==> src/rtl/data_memory_arbiter_if.sv <==
// rtl/data_memory_arbiter_if.sv - requester and data_memory bus bundle for data_memory_arbiter
// The memory byte pin is named mem_byte because byte is a reserved word.
interface data_memory_arbiter_if #(
  parameter int AW = 32,
  parameter int DW = 32
);
  logic          req0;
  logic          req1;
  logic          we0;
  logic          we1;
  logic          byte0;
  logic          byte1;
  logic [AW-1:0] addr0;
  logic [AW-1:0] addr1;
  logic [DW-1:0] wdata0;
  logic [DW-1:0] wdata1;
  logic          gnt0;
  logic          gnt1;
  logic          rvalid0;
  logic          rvalid1;
  logic [DW-1:0] rdata0;
  logic [DW-1:0] rdata1;
  logic [AW-1:0] address;
  logic [DW-1:0] write_data;
  logic [DW-1:0] read_data;
  logic          MemRead;
  logic          MemWrite;
  logic          mem_byte;

  modport master (
    output req0, req1, we0, we1, byte0, byte1, addr0, addr1, wdata0, wdata1, read_data,
    input  gnt0, gnt1, rvalid0, rvalid1, rdata0, rdata1,
    input  address, write_data, MemRead, MemWrite, mem_byte
  );

  modport slave (
    input  req0, req1, we0, we1, byte0, byte1, addr0, addr1, wdata0, wdata1, read_data,
    output gnt0, gnt1, rvalid0, rvalid1, rdata0, rdata1,
    output address, write_data, MemRead, MemWrite, mem_byte
  );
endinterface

==> src/rtl/data_memory_arbiter.sv <==
// rtl/data_memory_arbiter.sv - two-port data_memory arbiter, IDLE/ACCESS/RESP sequencing
// Round-robin by default; ARB_CPU_PRIORITY_EN selects port-0 priority with a port-1 starvation bound.
module data_memory_arbiter #(
  parameter int AW = 32,
  parameter int DW = 32
`ifdef ARB_CPU_PRIORITY_EN
  , parameter int MAX_WAIT = 4
`endif
) (
  input logic                  clk,
  input logic                  rst_n,
  data_memory_arbiter_if.slave bus
);

  typedef enum logic [1:0] {IDLE, ACCESS, RESP} state_t;

  state_t        state;
  logic          owner;
  logic          win;
  logic          pick1;
  logic [AW-1:0] sel_addr;
  logic [DW-1:0] sel_wdata;
  logic          sel_we;
  logic          sel_byte;

`ifdef ARB_CPU_PRIORITY_EN
  localparam int WAIT_W = $clog2(MAX_WAIT) + 1;
  logic [WAIT_W-1:0] wait_cnt;

  // Port 0 wins contention unless port 1 has already lost MAX_WAIT times in a row.
  always_comb begin
    pick1 = bus.req1;
    if (bus.req0 && bus.req1) pick1 = (wait_cnt == WAIT_W'(MAX_WAIT));
  end
`else
  logic rr_last;

  always_comb begin
    pick1 = bus.req1;
    if (bus.req0 && bus.req1) pick1 = ~rr_last;
  end
`endif

  assign win = bus.req0 | bus.req1;

  always_comb begin
    sel_addr  = bus.addr0;
    sel_wdata = bus.wdata0;
    sel_we    = bus.we0;
    sel_byte  = bus.byte0;
    if (pick1) begin
      sel_addr  = bus.addr1;
      sel_wdata = bus.wdata1;
      sel_we    = bus.we1;
      sel_byte  = bus.byte1;
    end
  end

  always_ff @(posedge clk or negedge rst_n) begin
    if (!rst_n) begin
      state          <= IDLE;
      owner          <= 1'b0;
      bus.gnt0       <= 1'b0;
      bus.gnt1       <= 1'b0;
      bus.rvalid0    <= 1'b0;
      bus.rvalid1    <= 1'b0;
      bus.rdata0     <= '0;
      bus.rdata1     <= '0;
      bus.address    <= '0;
      bus.write_data <= '0;
      bus.MemRead    <= 1'b0;
      bus.MemWrite   <= 1'b0;
      bus.mem_byte   <= 1'b0;
`ifdef ARB_CPU_PRIORITY_EN
      wait_cnt       <= '0;
`else
      rr_last        <= 1'b1;
`endif
    end else begin
      case (state)
        IDLE, RESP: begin
          bus.rvalid0 <= 1'b0;
          bus.rvalid1 <= 1'b0;
          if (win) begin
            owner          <= pick1;
            bus.address    <= sel_addr;
            bus.write_data <= sel_wdata;
            bus.mem_byte   <= sel_byte;
            bus.MemWrite   <= sel_we;
            bus.MemRead    <= ~sel_we;
            bus.gnt0       <= ~pick1;
            bus.gnt1       <= pick1;
            state          <= ACCESS;
`ifdef ARB_CPU_PRIORITY_EN
            if (!bus.req1 || pick1) wait_cnt <= '0;
            else                    wait_cnt <= wait_cnt + 1'b1;
`else
            if (bus.req0 && bus.req1) rr_last <= pick1;
`endif
          end else begin
            state <= IDLE;
`ifdef ARB_CPU_PRIORITY_EN
            wait_cnt <= '0;
`endif
          end
        end
        ACCESS: begin
          bus.gnt0     <= 1'b0;
          bus.gnt1     <= 1'b0;
          bus.MemRead  <= 1'b0;
          bus.MemWrite <= 1'b0;
          // A write leaves the owner's rdata untouched.
          if (bus.MemRead) begin
            if (owner) bus.rdata1 <= bus.read_data;
            else       bus.rdata0 <= bus.read_data;
          end
          bus.rvalid0 <= ~owner;
          bus.rvalid1 <= owner;
          state       <= RESP;
        end
        default: state <= IDLE;
      endcase
    end
  end

endmodule

==> src/flat_wrapper.sv <==
// flat-port wrapper written by rule: the top's interface ports become plain ports
module data_memory_arbiter_flat 
#(
  parameter int AW = 32,
  parameter int DW = 32

)
  (clk, rst_n, bus_req0, bus_req1, bus_we0, bus_we1, bus_byte0, bus_byte1, bus_addr0, bus_addr1, bus_wdata0, bus_wdata1, bus_read_data, bus_gnt0, bus_gnt1, bus_rvalid0, bus_rvalid1, bus_rdata0, bus_rdata1, bus_address, bus_write_data, bus_MemRead, bus_MemWrite, bus_mem_byte);
  data_memory_arbiter_if #(.AW(AW), .DW(DW)) bus_i ();
  input logic clk;
  input logic rst_n;
  input wire logic [$bits(bus_i.req0)-1:0] bus_req0;
  input wire logic [$bits(bus_i.req1)-1:0] bus_req1;
  input wire logic [$bits(bus_i.we0)-1:0] bus_we0;
  input wire logic [$bits(bus_i.we1)-1:0] bus_we1;
  input wire logic [$bits(bus_i.byte0)-1:0] bus_byte0;
  input wire logic [$bits(bus_i.byte1)-1:0] bus_byte1;
  input wire logic [$bits(bus_i.addr0)-1:0] bus_addr0;
  input wire logic [$bits(bus_i.addr1)-1:0] bus_addr1;
  input wire logic [$bits(bus_i.wdata0)-1:0] bus_wdata0;
  input wire logic [$bits(bus_i.wdata1)-1:0] bus_wdata1;
  input wire logic [$bits(bus_i.read_data)-1:0] bus_read_data;
  output wire logic [$bits(bus_i.gnt0)-1:0] bus_gnt0;
  output wire logic [$bits(bus_i.gnt1)-1:0] bus_gnt1;
  output wire logic [$bits(bus_i.rvalid0)-1:0] bus_rvalid0;
  output wire logic [$bits(bus_i.rvalid1)-1:0] bus_rvalid1;
  output wire logic [$bits(bus_i.rdata0)-1:0] bus_rdata0;
  output wire logic [$bits(bus_i.rdata1)-1:0] bus_rdata1;
  output wire logic [$bits(bus_i.address)-1:0] bus_address;
  output wire logic [$bits(bus_i.write_data)-1:0] bus_write_data;
  output wire logic [$bits(bus_i.MemRead)-1:0] bus_MemRead;
  output wire logic [$bits(bus_i.MemWrite)-1:0] bus_MemWrite;
  output wire logic [$bits(bus_i.mem_byte)-1:0] bus_mem_byte;
  assign bus_i.req0 = bus_req0;
  assign bus_i.req1 = bus_req1;
  assign bus_i.we0 = bus_we0;
  assign bus_i.we1 = bus_we1;
  assign bus_i.byte0 = bus_byte0;
  assign bus_i.byte1 = bus_byte1;
  assign bus_i.addr0 = bus_addr0;
  assign bus_i.addr1 = bus_addr1;
  assign bus_i.wdata0 = bus_wdata0;
  assign bus_i.wdata1 = bus_wdata1;
  assign bus_i.read_data = bus_read_data;
  assign bus_gnt0 = bus_i.gnt0;
  assign bus_gnt1 = bus_i.gnt1;
  assign bus_rvalid0 = bus_i.rvalid0;
  assign bus_rvalid1 = bus_i.rvalid1;
  assign bus_rdata0 = bus_i.rdata0;
  assign bus_rdata1 = bus_i.rdata1;
  assign bus_address = bus_i.address;
  assign bus_write_data = bus_i.write_data;
  assign bus_MemRead = bus_i.MemRead;
  assign bus_MemWrite = bus_i.MemWrite;
  assign bus_mem_byte = bus_i.mem_byte;
  data_memory_arbiter #(.AW(AW), .DW(DW)) u_core (.clk(clk), .rst_n(rst_n), .bus(bus_i));
endmodule
==> config.mk <==
export PLATFORM = sky130hd
export DESIGN_NAME = data_memory_arbiter_flat
export DESIGN_NICKNAME = d
export VERILOG_FILES = /design/src/rtl/data_memory_arbiter_if.sv /design/src/rtl/data_memory_arbiter.sv /design/src/flat_wrapper.sv
export SDC_FILE = /design/constraint.sdc
export NUM_CORES = 1
export LEC_CHECK = 0
export BUFFER_PORTS_ARGS = -buffer_cell sky130_fd_sc_hd__buf_4
export CORE_ASPECT_RATIO = 1.5
export CORE_MARGIN = 8
export CORE_UTILIZATION = 32
export CTS_CLUSTER_SIZE = 16
export DETAILED_ROUTE_END_ITERATION = 7
export PLACE_DENSITY = 0.68
export RECOVER_POWER = 100
export SYNTH_ARGS = -nofsm -noshare
export SYNTH_HDL_FRONTEND = slang
export SYNTH_SLANG_ARGS = --single-unit
==> constraint.sdc <==
create_clock -name clk -period 2.4 [get_ports clk]
set_clock_uncertainty 0.1 [all_clocks]
set_input_delay 0.72 -clock clk [delete_from_list [all_inputs] [get_ports clk]]
set_output_delay 0.72 -clock clk [all_outputs]
set_load 0.03 [all_outputs]
# Word-level counts from Yosys, hierarchy flattened
# Index checks and enable logic that the tools add are counted.
# word_totals
register_bits	139
latchBits	0
ramBits	0
romBits	0
in_bits	168
out_inout_bits	135
n_memories	0
# op_classes
add_sub_neg	0
n_mul	0
n_div	0
n_lt_le_gt_ge	0
n_eq_ne	3
shifts	0
n_mux	17
bitwise_logic	5
reduce_logical	9
# op_table
cell	count
$mux 32	2
$pmux 1 s2	6
$reduce_and 3->1	3
$mux 1	8
$not 1->1	4
$pmux 2 s2	1
$reduce_and 2->1	2
$eq 2x1->1 const B	1
$eq 2x2->1 const B	1
$logic_not 2->1	1
$ne 2x1->1 const B	1
$reduce_bool 2->1	1
$reduce_or 2->1	1
$logic_and 1x1->1	1
$or 1x1->1	1

# Logic depth before layout (Yosys ltp)
# Gate-level depths: netlist of run 1.
# depth
word_depth	6
mapped_depth	6
mapped_depth_nobuf	3

# Least setup slack after synthesis of run 1
# No wires, ideal clock.
# synth_timing
path_type	input-to-reg
startpoint	input bus_req0
endpoint	register u_core.bus.address[0]
arrival_time_ns	1.524
required_time_ns	2.174
path_slack_ns	0.650
cell_stages	5
path_buffers	2
cell_sequence	nor2b_1 o21a_1 buf_2 buf_2 a221o_1
# synth_via
elab_chain_cells	3
elab_cells_between_ends	5
classes_between	2 x mux; 1 x bitwise; 2 x reduce/logical
# synth_rtl
element	line_no	text
start: declaration	flat_wrapper.sv:12	input wire logic [$bits(bus_i.req0)-1:0] bus_req0;
$logic_and 1x1->1	data_memory_arbiter.sv:40	if (bus.req0 && bus.req1) pick1 = ~rr_last;
$mux 1	data_memory_arbiter.sv:40	
$mux 32	data_memory_arbiter.sv:51	if (pick1) begin
end signal: assignment	data_memory_arbiter.sv:86	bus.address <= sel_addr;
end: declaration	data_memory_arbiter_if.sv:39	output address, write_data, MemRead, MemWrite, mem_byte
# Parallel ways exist; a longest one is shown, timed or not.
# A chain may end at the register's enable or synchronous reset.

# Worst setup path in the final report of run 1
# layout_timing
startpoint	register u_core.state[0]
endpoint	register u_core.bus.rdata1[6]
# layout_via
elab_chain_cells	2
# layout_rtl
element	line_no	text
start: declaration	data_memory_arbiter.sv:17	state_t state;
start signal: assignment	data_memory_arbiter.sv:61	state <= IDLE;
start signal: assignment	data_memory_arbiter.sv:93	state <= ACCESS;
start signal: assignment	data_memory_arbiter.sv:101	state <= IDLE;
$eq 2x1->1	data_memory_arbiter.sv:80	case (state)
$reduce_and 3->1 (no source line)	-	
end signal: assignment	data_memory_arbiter.sv:114	if (owner) bus.rdata1 <= bus.read_data;
end: declaration	data_memory_arbiter_if.sv:38	output gnt0, gnt1, rvalid0, rvalid1, rdata0, rdata1,
# No other way between the ends.

==> impl_metrics.ini, run 1 <==
[critical_path]
crit_buf_inv = 1
worst_setup_path_end_kind = flip-flop
crit_path_top_delay_cell = clkbuf_2
crit_family = buffers and inverters
cp.arrival_ns = 2.34
critical_path_class = reg2reg
cp_max_fo = 32
critPathMaxStageDelay_ns = 0.66
cp_cell_sequence = and2b_1 -> nand3_1 -> clkbuf_2 -> mux2_2
timing.rr.end = u_core.bus.rdata1[6]
startpoint_type = flip-flop
reg2reg_depth = 4
r2r_slack_ns = 0.24
required_ns = 2.58
r2r-start = u_core.state[0]

[yosys]
synth_area_leaders = dfrtp_1 (61%), mux2_2 (12%), a221o_1 (9.6%)
syn_inst = 403
syn_area_sq_um = 5650
ys_warn_count = 0
syn_nets = 571
synth_top_area_share_pct = 61.1
syn_avg_cell_area_sq_um = 14.0
yosysTopAreaCell = dfrtp_1
seq_area_frac_synth_pct = 61.6
synth-seq-cells = 139
netlist-cell-type-count = 32

[clock_tree]
cts_sinks = 139
htree_levels = 4
cts_inserted_buffers = 17
cts_resized = 0
hold_buffers = 0
cts_tree = built
clk_path_buf_depth = 2
clk_pin_slew_worst_paths_ns = 0.05
post_cts_buffers = 0
cts_root_buffer = clkbuf_16
clock_latency_ns = 0.40

[job]
drv_cap = 0

[final_layout]
layout_commonest_cell = buf_4
layout_common_cells = buf_4 (166), clkbuf_1 (139), dfrtp_1 (138)
drive_gt1_share_pct = 37.1
nets = 874
fin_area_sq_um = 8170
layout.cells.non_filler = 930
syn_to_final_growth_pct = 44.6
num_antenna_cells = 0

[min_path]
min-delay-start = u_core.bus.rdata0[6]
whs_endpoint = u_core.bus.rdata0[6]
hold_depth = 1
hp-class = reg2reg

[floorplan]
start_util_pct = 32.6
die_h_microns = 179
coreArea_sq_um = 17300
die_x_microns = 124
die_area_sq_um = 22300
ios = 303
core.rowCount = 59

[drt]
wl_per_cell_microns = 19.2
routed-via-count = 4613
wl_microns = 17900
dr.pass1.iters = 5
dr.first_iter.drc_count = 198
drc = 0
viasPerCell = 4.96
ant_nets = 0

[run_status]
status = complete, no violations

[global_routing]
grt_max_degree = 66
grt_pass1_vias = 5252
track_usage_pct = 15.8
grt_pass1_wl_microns = 28200
grt_overflow = 0
antenna_found_initial = 0

[place]
gp_congestion = 0.761
io_buffers = 302
place_area_sq_um = 8170
place_ws_ns = -0.146
dp.cells = 900
dp_hpwl_microns = 13700

[sta]
fin_tns_setup_ns = 0
tightest_slew_ns = 1.27
finalWorstSetupSlack_ns = 0.242
max_freq_mhz = 463
setup_viol = 0
fin_crit_sh_pct = 89.9
finalHoldViolations = 0
post-route-min-period_ns = 2.16
drv_slew = 0
max-slew-margin-rel_pct = 15.3
rsz0062_at_grt = false

[power_and_ir_drop]
power.density_nw_per_um2 = 1280
p_total_mw = 10.5
p_leak_nw = 3.69
vdd.ir_drop.worst_mv = 0.730
[power by group]
part / total, mW / internal (mW) / switching, mW
Clock: 2.69 / 1.71 / 0.982
Sequential: 3.73 / 3.23 / 0.501
Combinational: 4.07 / 1.28 / 2.79
Total: 10.5 / 6.22 / 4.27
[cell families after synthesis]
group | share of synthesized area (%)
multiplexers | 12.9
flip-flops | 61.6
AO/OA/AOI/OAI | 14.0
AND/OR/NAND/NOR | 8.26
buffers and inverters | 3.10
XOR/XNOR | 0.155
[stage by stage]
stage | util (%) | hold slack (ns)
global placement | 47.1 | 0.369
global route | 47.1 | 0.392
detailed placement | 47.1 | 0.378
finish | 47.1 | 0.383
CTS | 50.6 | 0.137
floorplan | - | 0.324
[routing by layer]
| metal | GRT usage (%) | part of all wire, % | up-vias |
|---|---|---|---|
| met4 | 6.40 | 2.4 | 0 |
| met2 | 27.3 | 52 | 216 |
| met5 | 0 | 0 | - |
| li1 | - | - | 2087 |
| met3 | 5.62 | 6.9 | 29 |
| met1 | 17.3 | 39 | 2281 |
[sequential cells by signal, summed over array words and instances, names as in the netlist]
name                   cells
u_core.bus.MemRead         1
u_core.bus.MemWrite        1
u_core.bus.address        32
u_core.bus.gnt0            1
u_core.bus.gnt1            1
u_core.bus.mem_byte        1
u_core.bus.rdata0         32
u_core.bus.rdata1         32
u_core.bus.rvalid0         1
u_core.bus.rvalid1         1
u_core.bus.write_data     32
u_core.owner               1
u_core.rr_last             1
u_core.state               2
[cell type report]
type	instances	area [sq um]
Fill cell	1673	9180
Sequential cell	139	3480
Multi-Input combinational cell	231	1970
Timing Repair Buffer	312	1830
Clock buffer	20	467
Tap cell	213	267
Clock inverter	10	140
Inverter	5	18.8
[synthesized netlist by cell type (all sizes together)]
library cell and number:
dfstp 1, o221ai 1, nor2b 3, a21bo 1, o22ai 1, a221o 54, o21ai 3, inv 5
mux2i 1, xnor2 1, o21a 1, dfrtp 138, nor2 1, nand3 1, clkbuf 7, o221a 1
a2bb2oi 11, nor3 1, nand2 13, a21boi 1, o21bai 1, a21o 1, or3 1, and2 55
buf 21, nor3b 1, mux2 64, a21oi 12, and2b 1
[worst max-delay path by stage]
stage | start | endpoint | cells after the start | slack [ns]
after floorplan | bus_req0 | u_core.bus.address[0] | 5 | 0.65
after CTS | bus_req0 | u_core.bus.address[16] | 4 | 0.29
final | u_core.state[0] | u_core.bus.rdata1[6] | 4 | 0.24
after global routing | u_core.state[0] | u_core.bus.rdata1[6] | 4 | 0.1
after global placement | bus_req0 | u_core.bus.address[18] | 4 | -0.08
after detailed placement | bus_req0 | u_core.bus.address[16] | 4 | -0.15
[worst reg2reg max path, stage by stage, from the launching register on]
cell,delay (ns)
dfrtp_1,0.49
and2b_1,0.25
nand3_1,0.09
clkbuf_2,0.66
mux2_2,0.44
Power figures use the tool's default switching activity.
==> run 2, diff against run 1 <==
- CELL_PAD_IN_SITES_DETAIL_PLACEMENT: unset -> 0
- CELL_PAD_IN_SITES_GLOBAL_PLACEMENT: unset -> 2
- CORE_UTILIZATION: 32 -> 27
- PLACE_DENSITY: 0.68 -> 0.87
==> impl_metrics.ini, run 2 (synthesis gave the netlist of run 1 again) <==
[clock_tree]
cts_resized = 0
htree_levels = 4
cts_inserted_buffers = 17
clock_latency_ns = 0.40
clk_path_buf_depth = 2
cts_sinks = 139
post_cts_buffers = 0
cts_root_buffer = clkbuf_16
cts_tree = built
hold_buffers = 0
clk_pin_slew_worst_paths_ns = 0.06

[place]
place_area_sq_um = 8260
dp_hpwl_microns = 13800
gp_congestion = 0.753
io_buffers = 302
place_ws_ns = 0.238
dp.cells = 955

[final_layout]
multi_input_area_sq_um = 1990
fin_area_sq_um = 8360
num_antenna_cells = 0
layout_commonest_cell = buf_4
syn_to_final_growth_pct = 47.9
drive_gt1_share_pct = 37.6
layout.cells.non_filler = 986
layout_common_cells = buf_4 (169), dfrtp_1 (138), clkbuf_1 (136)
final.fill_count = 2106
nets = 874
regArea_sq_um = 3480

[sta]
fin_crit_sh_pct = 84.7
finalWorstSetupSlack_ns = 0.368
finalHoldViolations = 0
max_freq_mhz = 492
max-slew-margin-rel_pct = 5.33
post-route-min-period_ns = 2.03
fin_tns_setup_ns = 0
tightest_slew_ns = 1.42
rsz0062_at_grt = false
drv_slew = 0
setup_viol = 0

[drt]
wl_microns = 18300
dr.first_iter.drc_count = 132
dr.pass1.iters = 4
wl_per_cell_microns = 18.5
ant_nets = 0
viasPerCell = 4.54
drc = 0
routed-via-count = 4474

[floorplan]
die_h_microns = 193
die_x_microns = 134
coreArea_sq_um = 20800
ios = 303
core.rowCount = 65
die_area_sq_um = 25900
start_util_pct = 27.1

[global_routing]
grt_pass1_wl_microns = 27800
grt_overflow = 0
antenna_found_initial = 0
grt_max_degree = 55
grt_pass1_vias = 4930
track_usage_pct = 13.8

[power_and_ir_drop]
vdd.ir_drop.worst_mv = 0.526
p_leak_nw = 3.76
power.density_nw_per_um2 = 1270

[critical_path]
required_ns = 2.58
cp_max_fo = 54
worst_setup_path_end_kind = flip-flop
startpoint_type = flip-flop
critical_path_class = reg2reg
cp.arrival_ns = 2.22

[run_status]
status = complete, no violations

[job]
drv_cap = 0

[min_path]
hp-class = reg2reg
[run 2: power breakdown]
group	internal, mW	switching (mW)	total (mW)
sequential	3.23	0.467	3.70
clock	1.79	0.967	2.76
combinational	1.31	2.81	4.12
[run 2: cell type report]
class / count / area share (%)
flip-flops and latches: 139 / 41.6
clock buffers: 20 / 5.47
multi-input cells: 231 / 23.8
clock inverters: 11 / 2.02
repair buffers: 312 / 22.8
well taps: 268 / 4.01
inverters: 5 / 0.225
[run 2: stage by stage]
stage,hold slack (ns),power [mW],utilization [%]
floorplan,0.324,6.55,-
global route,0.409,11.2,40.1
global placement,0.372,8.64,39.7
detailed placement,0.381,8.70,39.7
finish,0.385,10.6,40.1
CTS,0.166,11.5,42.7
[run 2: worst paths after layout]
check,slack (ns),start,to,cells after the start
min,0.38,u_core.bus.rdata0[8],u_core.bus.rdata0[8],1
max,0.37,u_core.rr_last,u_core.bus.address[18],4
min in group asynchronous,0.52,rst_n,u_core.bus.rdata0[26],1
min reg2reg,0.38,u_core.bus.rdata0[8],u_core.bus.rdata0[8],1
max reg2reg,0.37,u_core.rr_last,u_core.bus.address[18],4
max in group asynchronous,0.68,rst_n,u_core.bus.write_data[9],2
[run 2: worst max-delay path, cell delays in order (launching register included)]
cell and delay, ns:
dfstp_1 0.59, a21bo_1 0.41, nor2_1 0.16, buf_12 0.22, a221o_1 0.39
[run 2: per-layer routing]
metal | vias up | wire (microns) | share of wire, % | GRT usage (%)
met4 | 0 | 234 | 1.3 | 3.73
met1 | 2164 | 7290 | 40 | 15.6
met2 | 204 | 9060 | 50 | 23.0
met5 | - | 0 | 0 | 0
li1 | 2091 | - | - | -
met3 | 15 | 1680 | 9.2 | 6.38
==> run 3, diff against run 2 <==
- clock period: 2.4 -> 1.88 ns (I/O delays scaled with it)
==> impl_metrics.ini, run 3 (synthesis gave the netlist of run 1 again) <==
[run_status]
status = complete, no violations

[drt]
dr.pass1.iters = 4
wl_per_cell_microns = 18.8
drc = 0
routed-via-count = 4617
ant_nets = 0
wl_microns = 18700
viasPerCell = 4.64
dr.first_iter.drc_count = 143

[sta]
finalHoldViolations = 0
tightest_slew_ns = 0.561
drv_slew = 0
fin_tns_setup_ns = 0
max_freq_mhz = 577
post-route-min-period_ns = 1.73
fin_crit_sh_pct = 92.2
max-slew-margin-rel_pct = 62.6
rsz0062_at_grt = false
setup_viol = 0

[clock_tree]
cts_root_buffer = clkbuf_16
post_cts_buffers = 0
cts_tree = built
hold_buffers = 1
cts_sinks = 139
clock_latency_ns = 0.41
cts_inserted_buffers = 17
clk_path_buf_depth = 2
cts_resized = 0
clk_pin_slew_worst_paths_ns = 0.07
htree_levels = 4

[critical_path]
reg2reg_depth = 5
startpoint_type = flip-flop
critPathMaxStageDelay_ns = 0.35
crit_path_top_delay_cell = dfrtp_1
crit_family = flip-flops
r2r-start = u_core.state[0]
cp_max_fo = 2
worstSetupPathDepth = 1
required_ns = 1.22
endpoint = bus_rdata1[29]
critical_path_class = reg2out
crit_buf_inv = 1
crit_start = u_core.bus.rdata1[29]
cp.arrival_ns = 1.07
worst_setup_path_end_kind = output port
timing.rr.end = u_core.bus.write_data[19]
r2r_slack_ns = 0.15
cp_cell_sequence = clkbuf_1

[power_and_ir_drop]
p_leak_nw = 4.15
power.density_nw_per_um2 = 1600
vdd.ir_drop.worst_mv = 0.692

[place]
dp_hpwl_microns = 14200
gp_congestion = 0.769
io_buffers = 302
dp.cells = 962
place_area_sq_um = 8330

[floorplan]
die_x_microns = 134
die_h_microns = 193
coreArea_sq_um = 20800
ios = 303
core.rowCount = 65
start_util_pct = 27.1
die_area_sq_um = 25900

[final_layout]
fin_area_sq_um = 8540
nets = 882
num_antenna_cells = 0
final.fill_count = 2059
drive_gt1_share_pct = 56.4
layout.cells.non_filler = 995
layout_commonest_cell = buf_4
layout_common_cells = buf_4 (171), dfrtp_1 (138), clkbuf_2 (133)
syn_to_final_growth_pct = 51.2

[global_routing]
antenna_found_initial = 0
grt_pass1_vias = 5070
grt_overflow = 0
grt_max_degree = 55
track_usage_pct = 14.2
grt_pass1_wl_microns = 28600

[min_path]
hp-class = in2reg
min-delay-start = bus_wdata0[12]

[job]
drv_cap = 0
[run 3: per-layer routing]
metal  global-route usage, %  routed length (microns)  part of all wire, %
met5                       0                        0                    0
met2                    23.6                     9370                   50
met4                    4.29                      272                  1.5
met1                    16.3                     7340                   39
met3                    6.04                     1720                  9.2
[run 3: worst min-delay path by stage]
stage,to,cells past startpoint
2_1_floorplan,u_core.bus.MemRead,0
3_3_place_gp,u_core.bus.rdata0[8],1
3_5_place_dp,u_core.bus.rdata0[6],1
4_1_cts,u_core.bus.write_data[12],2
5_1_grt,u_core.bus.write_data[24],2
6_report,u_core.bus.write_data[12],2
[run 3: layout make-up]
cell class / count / area, sq um / area share (%)
Clock buffer: 18 / 439 / 5.14
Clock inverter: 14 / 160 / 1.87
Inverter: 5 / 18.8 / 0.220
Multi-Input combinational cell: 231 / 2000 / 23.4
Sequential cell: 139 / 3480 / 40.7
Tap cell: 268 / 335 / 3.92
Timing Repair Buffer: 320 / 2120 / 24.8
[run 3: stage by stage]
stage / hold slack (ns) / power (mW) / util [%] / setup WS (ns)
2_1_floorplan: 0.168 / 8.36 / - / 0.211
3_3_place_gp: 0.371 / 11.1 / 40.0 / 0.104
3_5_place_dp: 0.377 / 11.1 / 40.0 / 0.0745
4_1_cts: 0.244 / 14.6 / 42.9 / 0.164
5_1_grt: 0.249 / 14.5 / 41.0 / 0.0651
6_report: 0.274 / 13.7 / 41.0 / 0.147
[run 3: worst reg2reg max path: cells and delay by family, from the launching register on]
family	cells	cell delay, ns
AOI/OAI and AO/OA	2	0.45
buffers and inverters	2	0.43
DFF	1	0.40
and+or+nand+nor	1	0.24
[run 3: power breakdown]
part / switching (mW) / internal, mW / leakage (nW)
Clock: 1.37 / 2.02 / 0.286
Combinational: 3.60 / 1.96 / 2.20
Sequential: 0.593 / 4.13 / 1.67
